$ cat config.mk
export PLATFORM = sky130hd
export DESIGN_NAME = fir_error_gen_flat
export DESIGN_NICKNAME = d
export VERILOG_FILES = /design/src/rtl/fir_error_gen_if.sv /design/src/rtl/fir_error_gen.sv /design/src/flat_wrapper.sv
export SDC_FILE = /design/constraint.sdc
export NUM_CORES = 2
export LEC_CHECK = 0
export ABC_AREA = 1
export CAP_MARGIN = 30
export CELL_PAD_IN_SITES_DETAIL_PLACEMENT = 0
export CELL_PAD_IN_SITES_GLOBAL_PLACEMENT = 1
export CORE_MARGIN = 2
export CORE_UTILIZATION = 45
export DETAILED_ROUTE_END_ITERATION = 7
export PLACE_DENSITY = 0.93
export SETUP_SLACK_MARGIN = 0.1
export SYNTH_ARGS = -nofsm -noshare
export SYNTH_HDL_FRONTEND = slang
export SYNTH_SLANG_ARGS = --single-unit
$ cat constraint.sdc
create_clock -name clk -period 13.75 [get_ports clk]
set_input_delay 2.75 -clock clk [delete_from_list [all_inputs] [get_ports clk]]
set_output_delay 2.75 -clock clk [all_outputs]
set_load 0.05 [all_outputs]
$ cat src/rtl/fir_error_gen_if.sv
// Handshake/data bundle between the LMS forward path and its neighbours.
// Master drives the sample/desired/weights side; slave is the filter.
interface fir_error_gen_if #(
    parameter int WIDTH = 16,
    parameter int TAPS  = 8
);
    logic                    in_valid;
    logic                    in_ready;
    logic [WIDTH-1:0]        x_in;
    logic [WIDTH-1:0]        d_in;
    logic [WIDTH-1:0]        mu;
    logic [TAPS*WIDTH-1:0]   weights_flat;
    logic                    out_valid;
    logic                    out_ready;
    logic [WIDTH-1:0]        y_out;
    logic [WIDTH-1:0]        error_out;
    logic [WIDTH-1:0]        mu_error_out;
    logic [TAPS*WIDTH-1:0]   taps_flat;

    modport master (
        output in_valid, x_in, d_in, mu, weights_flat, out_ready,
        input  in_ready, out_valid, y_out, error_out, mu_error_out, taps_flat
    );
    modport slave (
        input  in_valid, x_in, d_in, mu, weights_flat, out_ready,
        output in_ready, out_valid, y_out, error_out, mu_error_out, taps_flat
    );
endinterface

$ cat src/rtl/fir_error_gen.sv
// LMS forward path: tap delay line, one time-multiplexed MAC, error and mu*error.
// Define FIR_ERR_SAT_EN to saturate y, error and mu_error instead of wrapping.
module fir_error_gen #(
    parameter int WIDTH = 16,
    parameter int QP    = 12,
    parameter int TAPS  = 8
) (
    input  logic          clk,
    input  logic          reset,
    fir_error_gen_if.slave bus
);
    localparam int KW   = $clog2(TAPS);
    localparam int AW   = 2*WIDTH + KW;
    localparam int AW1  = AW + 1;
    localparam int MW1  = 2*WIDTH + 1;
    localparam int HALF = 1 << (QP-1);

    localparam logic [WIDTH-1:0] MAXV = {1'b0, {(WIDTH-1){1'b1}}};
    localparam logic [WIDTH-1:0] MINV = {1'b1, {(WIDTH-1){1'b0}}};

    typedef enum logic [1:0] {IDLE, MAC, ERR, OUT} state_t;

    state_t                       state;
    logic [TAPS-1:0][WIDTH-1:0]   taps, w_lat;
    logic [WIDTH-1:0]             mu_lat, d_lat;
    logic signed [AW-1:0]         acc;
    logic [KW-1:0]                k;

    logic signed [2*WIDTH-1:0]    prod, mprod;
    logic signed [AW:0]           rnd_acc;
    logic signed [2*WIDTH:0]      rnd_mu;
    logic [WIDTH:0]               diff;
    logic [WIDTH-1:0]             y_nxt, err_nxt, mue_nxt;

    assign prod    = $signed(w_lat[k]) * $signed(taps[k]);
    assign mprod   = $signed(mu_lat) * $signed(bus.error_out);
    assign rnd_acc = AW1'(acc) + AW1'(HALF);
    assign rnd_mu  = MW1'(mprod) + MW1'(HALF);
    assign diff    = {d_lat[WIDTH-1], d_lat} - {y_nxt[WIDTH-1], y_nxt};

    // Rounded values fit in WIDTH only if every bit above the result sign agrees.
    always_comb begin
        y_nxt   = rnd_acc[QP +: WIDTH];
        err_nxt = diff[WIDTH-1:0];
        mue_nxt = rnd_mu[QP +: WIDTH];
`ifdef FIR_ERR_SAT_EN
        if (!(&rnd_acc[AW:QP+WIDTH-1] || ~|rnd_acc[AW:QP+WIDTH-1]))
            y_nxt = rnd_acc[AW] ? MINV : MAXV;
        if (diff[WIDTH] != diff[WIDTH-1])
            err_nxt = diff[WIDTH] ? MINV : MAXV;
        if (!(&rnd_mu[2*WIDTH:QP+WIDTH-1] || ~|rnd_mu[2*WIDTH:QP+WIDTH-1]))
            mue_nxt = rnd_mu[2*WIDTH] ? MINV : MAXV;
`endif
    end

    assign bus.taps_flat = taps;

    always_ff @(posedge clk) begin
        if (reset) begin
            state            <= IDLE;
            taps             <= '0;
            w_lat            <= '0;
            mu_lat           <= '0;
            d_lat            <= '0;
            acc              <= '0;
            k                <= '0;
            bus.in_ready     <= 1'b1;
            bus.out_valid    <= 1'b0;
            bus.y_out        <= '0;
            bus.error_out    <= '0;
            bus.mu_error_out <= '0;
        end else begin
            case (state)
                IDLE: if (bus.in_valid && bus.in_ready) begin
                    taps         <= {taps[TAPS-2:0], bus.x_in};
                    w_lat        <= bus.weights_flat;
                    mu_lat       <= bus.mu;
                    d_lat        <= bus.d_in;
                    acc          <= '0;
                    k            <= '0;
                    bus.in_ready <= 1'b0;
                    state        <= MAC;
                end
                MAC: begin
                    acc <= acc + AW'(prod);
                    k   <= k + 1'b1;
                    if (k == KW'(TAPS-1)) state <= ERR;
                end
                ERR: begin
                    bus.y_out     <= y_nxt;
                    bus.error_out <= err_nxt;
                    state         <= OUT;
                end
                OUT: begin
                    // First OUT cycle produces mu_error; afterwards wait for the consumer.
                    if (!bus.out_valid) begin
                        bus.mu_error_out <= mue_nxt;
                        bus.out_valid    <= 1'b1;
                    end else if (bus.out_ready) begin
                        bus.out_valid <= 1'b0;
                        bus.in_ready  <= 1'b1;
                        state         <= IDLE;
                    end
                end
                default: state <= IDLE;
            endcase
        end
    end
endmodule
$ cat src/flat_wrapper.sv
// flat-port wrapper written by rule: the top's interface ports become plain ports
module fir_error_gen_flat 
#(
    parameter int WIDTH = 16,
    parameter int QP    = 12,
    parameter int TAPS  = 8
)
  (clk, reset, bus_in_valid, bus_x_in, bus_d_in, bus_mu, bus_weights_flat, bus_out_ready, bus_in_ready, bus_out_valid, bus_y_out, bus_error_out, bus_mu_error_out, bus_taps_flat);
  fir_error_gen_if #(.WIDTH(WIDTH), .TAPS(TAPS)) bus_i ();
  input  logic clk;
  input  logic reset;
  input wire logic [$bits(bus_i.in_valid)-1:0] bus_in_valid;
  input wire logic [$bits(bus_i.x_in)-1:0] bus_x_in;
  input wire logic [$bits(bus_i.d_in)-1:0] bus_d_in;
  input wire logic [$bits(bus_i.mu)-1:0] bus_mu;
  input wire logic [$bits(bus_i.weights_flat)-1:0] bus_weights_flat;
  input wire logic [$bits(bus_i.out_ready)-1:0] bus_out_ready;
  output wire logic [$bits(bus_i.in_ready)-1:0] bus_in_ready;
  output wire logic [$bits(bus_i.out_valid)-1:0] bus_out_valid;
  output wire logic [$bits(bus_i.y_out)-1:0] bus_y_out;
  output wire logic [$bits(bus_i.error_out)-1:0] bus_error_out;
  output wire logic [$bits(bus_i.mu_error_out)-1:0] bus_mu_error_out;
  output wire logic [$bits(bus_i.taps_flat)-1:0] bus_taps_flat;
  assign bus_i.in_valid = bus_in_valid;
  assign bus_i.x_in = bus_x_in;
  assign bus_i.d_in = bus_d_in;
  assign bus_i.mu = bus_mu;
  assign bus_i.weights_flat = bus_weights_flat;
  assign bus_i.out_ready = bus_out_ready;
  assign bus_in_ready = bus_i.in_ready;
  assign bus_out_valid = bus_i.out_valid;
  assign bus_y_out = bus_i.y_out;
  assign bus_error_out = bus_i.error_out;
  assign bus_mu_error_out = bus_i.mu_error_out;
  assign bus_taps_flat = bus_i.taps_flat;
  fir_error_gen #(.WIDTH(WIDTH), .QP(QP), .TAPS(TAPS)) u_core (.clk(clk), .reset(reset), .bus(bus_i));
endmodule
==> qor.csv <==
metric,value,unit
status,completed,
final_common_cell,inv_1,
syn_area,35150,µm²
die_h,283.5,µm
cts.clk_slew.worst_paths,0.07,ns
post_cts_resized,0,
via_per_inst,5.194,
postRouteAntennaNets,0,
avgSynthCellArea,7.586,µm²
first_iter_violations,2373,
ys_seq_area_frac,0.2113,
root_buffer,clkbuf_16,
clock_path_buffers,3,
maxCapViolCount,0,
antenna_found_initial,14,
fin_setup_tns,0,ns
setup_viol_count_final,0,
worst-path-max-fanout,95,
critPathKind,register to register,
tightest_slew,0.9999,ns
grt_max_degree,234,
cp.arrival,8.66,ns
wl_per_cell,18.73,µm
maxSlewHeadroom,0.3263,
maxSlewViolCount,0,
critPathMaxStageDelay,0.84,ns
ys_seq_elements,371,
grt_pass1_wl,175300,µm
nFillCells,7490,
io_buffers,357,
synth_edf_count,0,
post_synth_num_cell_types,50,
path_common_cell,inv_1,
drive_gt1_frac,0.03762,
core,77340,µm²
cts_tree,done,
min_period,8.168,ns
htreeDepth,2,
syn2layout_area_growth,16.46,%
hold_class,register to register,
cp_slowest_cell,buf_4,
initial_core_util,0.4544,
reg2reg_slack,5.58,ns
cts-buffers-inserted,44,
async_reset_ff_frac,0,
vias,30740,
nNetsFinal,5678,
timing.fmax,0.1224,GHz
cts_hold_buf,0,
required,14.24,ns
cts_sinks,371,
postCtsSetupBuffers,0,
syn_inst,4633,
synth-main-ff-cell,dfxtp_1,
dieArea,80360,µm²
clkLatencyLatePin,0.63,ns
die_w,283.5,µm
gp_congestion,0.9411,
clock_skew,0.05626,ns
yosys_warnings,0,
syn_nets,5482,
hold_viol,0,
grt_overflow,0,
wirelength,110800,µm
cp-end-kind,register,
place_hpwl,84090,µm
mostFrequentLayoutCells,"inv_1 (1,005), nand2_1 (738), fa_1 (485), o21ai_0 (457), a21oi_1 (422)",
first_pass_iters,5,
period_share,0.5940,
grt_pass1_vias,31360,
drc_errors,0,
grt_usage,0.2773,
num_rows,102,
rsz0062_at_grt,false,
pin_count,358,
start_kind,register,
[kinds of logic (layout without fill, tap and decap cells)]
family	after synthesis	count (layout)	share of synthesized area
simple gates	1317	1317	0.1505
buf+inv	1261	1493	0.1392
compound gates	958	958	0.1430
fa+ha+maj	669	669	0.3418
flops	371	371	0.2113
xor+xnor	57	57	0.01420
other cells	0	13	0
[worst paths after layout]
check | cells past startpoint | end | startpoint
min reg2reg | 2 | u_core.w_lat[100] | u_core.w_lat[100]
max | 32 | u_core.acc[27] | u_core.k[0]
min | 2 | u_core.w_lat[100] | u_core.w_lat[100]
max reg2reg | 32 | u_core.acc[27] | u_core.k[0]
[area by class of cell]
class	instances	area, µm²	area share
Antenna cell	13	32.53	0.0007947
Clock buffer	60	1281	0.03130
Clock inverter	22	344.1	0.008406
Inverter	1024	3866	0.09445
Multi-Input combinational cell	3001	22840	0.5579
Sequential cell	371	7432	0.1816
Tap cell	1040	1301	0.03179
Timing Repair Buffer	387	3839	0.09378
[metal layers]
metal  up-vias  track usage  part of all wire
li1      14490            -                 -
met1     14830       0.3444              0.40
met2      1128       0.4718              0.48
met3       292      0.04421             0.069
met4         2       0.1312             0.049
met5         -            0           0.00011
[sequential cells by signal, summed over array words and instances (netlist names)]
signal                   cells
u_core.mu_lat               16
u_core.bus.error_out        16
u_core.state                 2
u_core.acc                  28
u_core.bus.in_ready          1
u_core.d_lat                16
u_core.w_lat               128
u_core.bus.out_valid         1
u_core.k                     3
u_core.bus.taps_flat       128
u_core.bus.mu_error_out     16
u_core.bus.y_out            16
[cells in the mapped netlist (8+ instances only)]
cell | count | area share
inv_1 | 1007 | 0.11
nand2_1 | 738 | 0.079
fa_1 | 485 | 0.28
o21ai_0 | 457 | 0.065
a21oi_1 | 422 | 0.060
nor2_1 | 413 | 0.044
dfxtp_1 | 371 | 0.21
ha_1 | 184 | 0.066
clkbuf_1 | 178 | 0.019
nand3_1 | 98 | 0.014
xor2_1 | 39 | 0.0097
buf_2 | 32 | 0.0046
o211ai_1 | 18 | 0.0038
xnor2_1 | 18 | 0.0045
inv_2 | 15 | 0.0016
o21ai_1 | 15 | 0.0021
nor3_1 | 13 | 0.0019
a21o_1 | 12 | 0.0026
nand2_2 | 12 | 0.0021
nand4_1 | 10 | 0.0018
buf_1 | 8 | 0.00085
buf_6 | 8 | 0.0026
nand3_2 | 8 | 0.0023
o21ai_2 | 8 | 0.0020
or2_2 | 8 | 0.0014
[metrics by stage]
| stage | instance area [µm²] | worst slack (ns) | hold WS (ns) | utilization | instances |
|---|---|---|---|---|---|
| after floorplan | 35150 | 7.227 | 0.4292 | - | 4633 |
| after global placement | 39250 | 5.694 | 0.4402 | 0.5075 | 5822 |
| after detailed placement | 39280 | 5.665 | 0.4450 | 0.5078 | 5823 |
| after CTS | 40900 | 5.654 | 0.4551 | 0.5288 | 5905 |
| after global routing | 40930 | 4.990 | 0.4679 | 0.5293 | 5918 |
| final | 40930 | 5.582 | 0.4540 | 0.5293 | 5918 |
[critical path: cells and delay by family, from the launching register on]
family,cells,cell delay (ns)
compound gates,2,0.21
fa+ha+maj,7,3.32
buf+inv,11,1.76
flops,1,0.70
simple gates,12,1.95
Power is left out: the tool's default activity adds up to more than one toggle a clock period on the data nets, which glitch-free logic cannot reach.
